==> config.mk <==
export PLATFORM = sky130hd
export DESIGN_NAME = alu_acc_seq
export DESIGN_NICKNAME = d
export VERILOG_FILES = /design/src/rtl/alu_acc_seq.sv
export SDC_FILE = /design/constraint.sdc
export NUM_CORES = 1
export LEC_CHECK = 0
export BUFFER_PORTS_ARGS = -buffer_cell sky130_fd_sc_hd__buf_2
export CAP_MARGIN = 15
export CORE_MARGIN = 4
export CORE_UTILIZATION = 37
export CTS_BUF_LIST = sky130_fd_sc_hd__clkbuf_2 sky130_fd_sc_hd__clkbuf_4 sky130_fd_sc_hd__clkbuf_8
export DETAILED_ROUTE_END_ITERATION = 8
export HOLD_SLACK_MARGIN = 0.12
export RECOVER_POWER = 100
export SYNTH_ARGS = -nofsm -noshare
export SYNTH_HDL_FRONTEND = slang
export SYNTH_SLANG_ARGS = --single-unit
==> constraint.sdc <==
create_clock -name clk -period 4.93 [get_ports clk]
set_clock_uncertainty 0.1 [all_clocks]
set_input_delay 0.986 -clock clk [delete_from_list [all_inputs] [get_ports clk]]
set_output_delay 0.986 -clock clk [all_outputs]
set_load 0.03 [all_outputs]
==> src/rtl/alu_acc_seq.sv <==
`default_nettype none
// ============================================================================
//  Module   : alu_acc_seq
//  Purpose  : Parametrised accumulator ALU with valid/ready handshake,
//             carry/borrow and zero flags, and a shift-add multiplier that
//             takes WIDTH cycles per product.
//  Revision : 1.0 - initial release
// ============================================================================
module alu_acc_seq #(
  parameter int WIDTH = 4,
  parameter int ACC_W = 2 * WIDTH
) (
  input  logic             clk,
  input  logic             reset,
  input  logic             in_valid,
  output logic             in_ready,
  input  logic [2:0]       op,
  input  logic             b_sel,
  input  logic [WIDTH-1:0] a,
  input  logic [WIDTH-1:0] b,
  output logic [ACC_W-1:0] acc,
  output logic             carry,
  output logic             zero,
  output logic             done,
  output logic             busy
);

  localparam int CW = $clog2(WIDTH + 1);

  localparam logic [2:0] c_OP_INC = 3'b000;
  localparam logic [2:0] c_OP_ADD = 3'b001;
  localparam logic [2:0] c_OP_SUB = 3'b010;
  localparam logic [2:0] c_OP_PCK = 3'b011;
  localparam logic [2:0] c_OP_OR  = 3'b100;
  localparam logic [2:0] c_OP_SHL = 3'b101;
  localparam logic [2:0] c_OP_SHR = 3'b110;
  localparam logic [2:0] c_OP_MUL = 3'b111;

  // Count value seen on the final multiply step (count then reaches WIDTH).
  localparam logic [CW-1:0] c_LAST = CW'(WIDTH - 1);

  typedef enum logic [0:0] {
    S_IDLE = 1'b0,
    S_MUL  = 1'b1
  } state_t;

  state_t           state_q, state_d;
  logic [ACC_W-1:0] acc_q, acc_d;
  logic             carry_q, carry_d;
  logic             zero_q, zero_d;
  logic             done_q, done_d;
  logic [ACC_W-1:0] mcand_q, mcand_d;
  logic [WIDTH-1:0] mplier_q, mplier_d;
  logic [ACC_W-1:0] prod_q, prod_d;
  logic [CW-1:0]    count_q, count_d;

  logic [WIDTH-1:0] b_eff;
  logic [ACC_W-1:0] a_ext, b_ext;
  logic [ACC_W-1:0] alu_res;
  logic             alu_c;
  logic [ACC_W-1:0] sum;
  logic [ACC_W-1:0] prod_step;
  logic [ACC_W-1:0] wr_val;
  logic             wr_c;
  logic             wr_en;

  // B operand source is resolved from the accumulator as it stands before the edge.
  assign b_eff = b_sel ? acc_q[WIDTH-1:0] : b;
  assign a_ext = ACC_W'(a);
  assign b_ext = ACC_W'(b_eff);

  // Single-cycle ALU result and carry for the currently presented op.
  always_comb begin
    alu_res = '0;
    alu_c   = 1'b0;
    sum     = '0;
    case (op)
      c_OP_INC: begin
        sum     = a_ext + ACC_W'(1);
        alu_res = sum;
        alu_c   = sum[WIDTH];
      end
      c_OP_ADD: begin
        sum     = a_ext + b_ext;
        alu_res = sum;
        alu_c   = sum[WIDTH];
      end
      c_OP_SUB: begin
        alu_res = a_ext - b_ext;
        alu_c   = (a < b_eff);
      end
      c_OP_PCK: alu_res = ACC_W'({a | b_eff, a ^ b_eff});
      c_OP_OR:  alu_res = a_ext | b_ext;
      c_OP_SHL: alu_res = (32'(a) >= ACC_W) ? '0 : (b_ext << a);
      c_OP_SHR: alu_res = (32'(a) >= ACC_W) ? '0 : (b_ext >> a);
      default:  alu_res = '0;
    endcase
  end

  // Next-state logic: accept in IDLE, iterate shift-add in MUL, write results.
  always_comb begin
    state_d   = state_q;
    acc_d     = acc_q;
    carry_d   = carry_q;
    zero_d    = zero_q;
    done_d    = 1'b0;
    mcand_d   = mcand_q;
    mplier_d  = mplier_q;
    prod_d    = prod_q;
    count_d   = count_q;
    prod_step = prod_q;
    wr_val    = '0;
    wr_c      = 1'b0;
    wr_en     = 1'b0;
    case (state_q)
      S_IDLE: begin
        if (in_valid) begin
          if (op == c_OP_MUL) begin
            mcand_d  = a_ext;
            mplier_d = b_eff;
            prod_d   = '0;
            count_d  = '0;
            state_d  = S_MUL;
          end else begin
            wr_en  = 1'b1;
            wr_val = alu_res;
            wr_c   = alu_c;
          end
        end
      end
      S_MUL: begin
        prod_step = mplier_q[0] ? (prod_q + mcand_q) : prod_q;
        prod_d    = prod_step;
        mcand_d   = mcand_q << 1;
        mplier_d  = mplier_q >> 1;
        count_d   = count_q + CW'(1);
        if (count_q == c_LAST) begin
          wr_en   = 1'b1;
          wr_val  = prod_step;
          wr_c    = 1'b0;
          state_d = S_IDLE;
        end
      end
      default: state_d = S_IDLE;
    endcase
    if (wr_en) begin
      acc_d   = wr_val;
      carry_d = wr_c;
      zero_d  = (wr_val == '0);
      done_d  = 1'b1;
    end
  end

  // State and datapath registers; reset aborts any multiply in flight.
  always_ff @(posedge clk) begin
    if (reset) begin
      state_q  <= S_IDLE;
      acc_q    <= '0;
      carry_q  <= 1'b0;
      zero_q   <= 1'b1;
      done_q   <= 1'b0;
      mcand_q  <= '0;
      mplier_q <= '0;
      prod_q   <= '0;
      count_q  <= '0;
    end else begin
      state_q  <= state_d;
      acc_q    <= acc_d;
      carry_q  <= carry_d;
      zero_q   <= zero_d;
      done_q   <= done_d;
      mcand_q  <= mcand_d;
      mplier_q <= mplier_d;
      prod_q   <= prod_d;
      count_q  <= count_d;
    end
  end

  assign in_ready = (state_q == S_IDLE);
  assign busy     = (state_q == S_MUL);
  assign acc      = acc_q;
  assign carry    = carry_q;
  assign zero     = zero_q;
  assign done     = done_q;

endmodule
`default_nettype wire

==> results list <==
* Global placer's final weighted congestion: around 0.97
* Element type at the critical path start: input port
- Worst Tran Pin Value: 1.165 ns
- Area fraction in and, or, nand and nor cells after synthesis: 18.76%
- After synthesis the netlist holds a flip-flop and latch count of 35.
- Share of synthesized area spent on multiplexers: under 10%
- After detailed routing, the number of remaining DRC violations is 0.
* Clock transition at the registers of the reported paths: about 0.070 ns
- STA classifies the critical path endpoint as a register.
- Syn Nets: ~390
- Summing all placed instances gives a cell area of roughly 3100 um^2.
* Number of buffers on the longest clock path: 2
* Average cell area after synthesis: approximately 8.4 um^2
- Counting distinct cell types in the post-synthesis netlist gives 66.
- Post-Syn Area: 2895 um^2
- Most instantiated library cell after synthesis: nor2_1
* Max Transition Viols Final: 0
- IR analysis of the VDD net gives a maximum drop of 0.09486 mV.
* Final setup TNS: 0 ns
- In the final layout, the share of cells above drive strength 1 is under 10%.
- Traced cell by cell, the critical path runs through clkbuf_1 -> inv_1 -> ha_1 -> mux2_1 -> a22oi_1 -> o22ai_1 -> a221oi_1 -> nand2_1 -> a2111o_1 -> o21ai_0.
- Number of maximum-capacitance constraint violations: 0
- The via count of the first global-routing pass was roughly 2600.
- Remaining antenna violation count after routing: 0
- For this block, the via count after detailed routing is 2746.
* Number of instances in the synthesized netlist: ~340
* Routed length per instance: approximately 18 um
* Dominant cells by area after synthesis: dfxtp_1, ha_1, nor2_1
- Classification of the worst setup path: in -> reg
- Root Buffer: clkbuf_8
- Summed over all layers, the global routing overflow is 0.
- Counting flops with a built-in enable in the synthesized netlist gives 0.
- The number of buffers and inverters on the critical path is 2.
- Result of the run: finished, final reports clean
* Async set-or-reset flop fraction in the synthesized netlist: 0%
* Die boundary height: between 90 and 100 um
- The die covers between 9000 and 10000 um^2.
- Setup violation total in the final timing report: 0
- The first detailed-routing pass took 5 iterations.
- CTS built an H-tree with a depth of 2.
- Final design area excluding fillers: between 3000 and 4000 um^2
* Syn-to-layout area delta: 7.087%
- Vias per cell: between 6 and 7
- Minimum clock period: 3.911 ns
- Buffers inserted to repair hold after CTS numbered 0.
- For this run, the post-layout net count is 400.
- Sequential-to-total area share from yosys stat: between 20% and 30%
- Ranking of synthesized cells by instance count: nor2_1, dfxtp_1, ha_1
* Data required time of the critical path: 5.04 ns
- The first global-routing pass estimated 13.45 mm of wire.
- For this run, the top clock speed supported by timing is around 260 MHz.
* Adder-cell area share of the yosys netlist: between 10% and 20%
* Core ar.: about 7400 um^2
- Of all nets on the critical path, the largest fanout is 22.
* Final total power: about 0.69 mW
* Number of input and output port buffers inserted: 27
- Dividing total power by cell area gives a power density of around 220 nW/um^2.
* Leakage Power: 1.274 nW
- The worst register-to-register path begins at acc[0]$_SDFFE_PP0P_.
- Headroom to the max-slew limit: between 20% and 30%
- Diode count: 0
* Xor-xnor portion of the synthesized cell area: roughly 1.5%
* Worst reg-to-reg path cell count: 11
- The number of antenna violations at the first check in global routing came to 0.
- Pin placement for this block handled 28 I/O pins.
- Synth Area in Compound Gates: between 20% and 30%
- In this design, the stage delay of the slowest critical-path cell is about 0.84 ns.
- Width of the die: roughly 96 um
- Site row count: 31
- Data arrives at the worst endpoint at ~4.0 ns.
- After synthesis, the largest area contributor takes up about a quarter of total cell area.
* TritonCTS clock tree: built
* Library cell occupying the most area in the post-synthesis netlist: dfxtp_1
- By area, the combinational part of the netlist is dominated by compound AO/OA/AOI/OAI gates.
- The worst hold path begins at count_q[2]$_SDFFE_PP0P_.
- Setup slack of the most critical reg-to-reg path: between 1.5 and 2 ns
* Overall routing resource usage: 18.72%
- The worst hold path was traced through 2 stages.
- For this design, the sink count on the clock tree is 35.
- Clock latency reported for the late side of the worst-skew pair: approximately 0.28 ns
- Effective utilization at floorplan: between 30% and 40%
- In this run, post-CTS repair resized a total of 0 instances.
* Family with the most delay on the worst path: compound AO/OA/AOI/OAI gates
- Setup repair after global routing left no endpoint under its margin.
* Dominant synthesized flop cell: dfxtp_1
- The worst register-to-register path ends at zero$_SDFFE_PP1P_.
* Num CTS Buffers: 5
- Entering global routing, the biggest net connects 36 pins.
* Total wire length after detailed routing: a little over 8 mm
* Final hold violation count: 0
- After clock tree synthesis, the setup repair step added 0 buffers.
- Count of warnings emitted by yosys: 0
- Hold WC Path Type: reg -> reg
- Final period util: between 70% and 80%
* Hold endpoint: count_q[2]$_SDFFE_PP0P_
* Library cell contributing the largest single delay on the critical path: clkbuf_1
- Final HPWL from detailed placement: roughly 6 mm
- Violation count after the first detailed-route iteration: about 250
==> state kept, by name (all words and copies together), names as in the netlist <==
signal and count:
acc 8, done 1, prod_q 8, carry 1, busy 1, zero 1, mcand_q 8, mplier_q 4
count_q 3
==> cell families after synthesis <==
| group | count (synthesis) |
|---|---|
| flops | 35 |
| mux | 15 |
| fa+ha+maj | 28 |
| compound gates | 108 |
| xor+xnor | 5 |
| simple gates | 112 |
| buf+inv | 41 |
==> how the worst max path moves through the flow <==
stage                      from                end  slack [ns]  cells after the start
after global routing       a[1]  zero$_SDFFE_PP1P_        0.71                     10
after global placement    b_sel  zero$_SDFFE_PP1P_        0.98                     12
after detailed placement  b_sel  zero$_SDFFE_PP1P_        0.92                     12
final                      a[1]  zero$_SDFFE_PP1P_        1.02                     10
after floorplan            a[0]  zero$_SDFFE_PP1P_        1.24                     13
after CTS                 b_sel  zero$_SDFFE_PP1P_        1.20                     12
==> cell usage in the layout, fill, tap and decap left out, types with 4 or more instances in the layout <==
master,count
nor2_1,46
dfxtp_1,35
ha_1,25
inv_1,17
a21oi_1,16
clkbuf_1,16
nand2_1,15
a22oi_1,14
buf_2,12
nand3_1,11
o21ai_0,10
nand2b_1,9
nor3_1,7
a21o_1,7
a222oi_1,6
a31oi_1,6
mux2i_1,6
nor2b_1,5
a211oi_1,5
clkbuf_8,5
or3_1,4
a2111oi_0,4
==> worst min-delay path: stages, from the launching register on <==
cell       delay (ns)
dfxtp_1          0.33
a2bb2oi_1        0.06
nor2_1           0.07
==> layout make-up <==
| class | count | area [um^2] |
|---|---|---|
| well taps | 99 | 123.9 |
| clock inverters | 1 | 5.005 |
| clock buffers | 7 | 83.83 |
| repair buffers | 28 | 120.1 |
| flip-flops and latches | 35 | 700.7 |
| multi-input cells | 268 | 1996 |
| fillers | 784 | 4347 |
| inverters | 19 | 71.32 |
==> per-stage QoR <==
stage | setup slack [ns] | util, % | instances | hold slack (ns)
2_1_floorplan | 1.240 | - | 344 | 0.3558
3_3_place_gp | 0.9776 | 41.08 | 449 | 0.3673
3_5_place_dp | 0.9215 | 41.08 | 449 | 0.3783
4_1_cts | 1.204 | 42.27 | 457 | 0.3904
5_1_grt | 0.7059 | 41.63 | 457 | 0.4374
6_report | 1.019 | 41.63 | 457 | 0.3893
==> power by group <==
group	switching (mW)	leakage [nW]	internal (mW)	total (mW)
logic	0.113	0.941	0.0608	0.173
clock network	0.103	0.0491	0.110	0.213
registers	0.00890	0.284	0.291	0.299
==> metal layers <==
layer | track usage, % | vias to the layer above | wire length, um
met1 | 26.90 | 1305 | 3738
met2 | 28.56 | 105 | 3731
met4 | 5.491 | 0 | 118
met3 | 3.253 | 15 | 589
li1 | - | 1321 | -
met5 | 0 | - | 0
(Power assumes the default switching activity.)
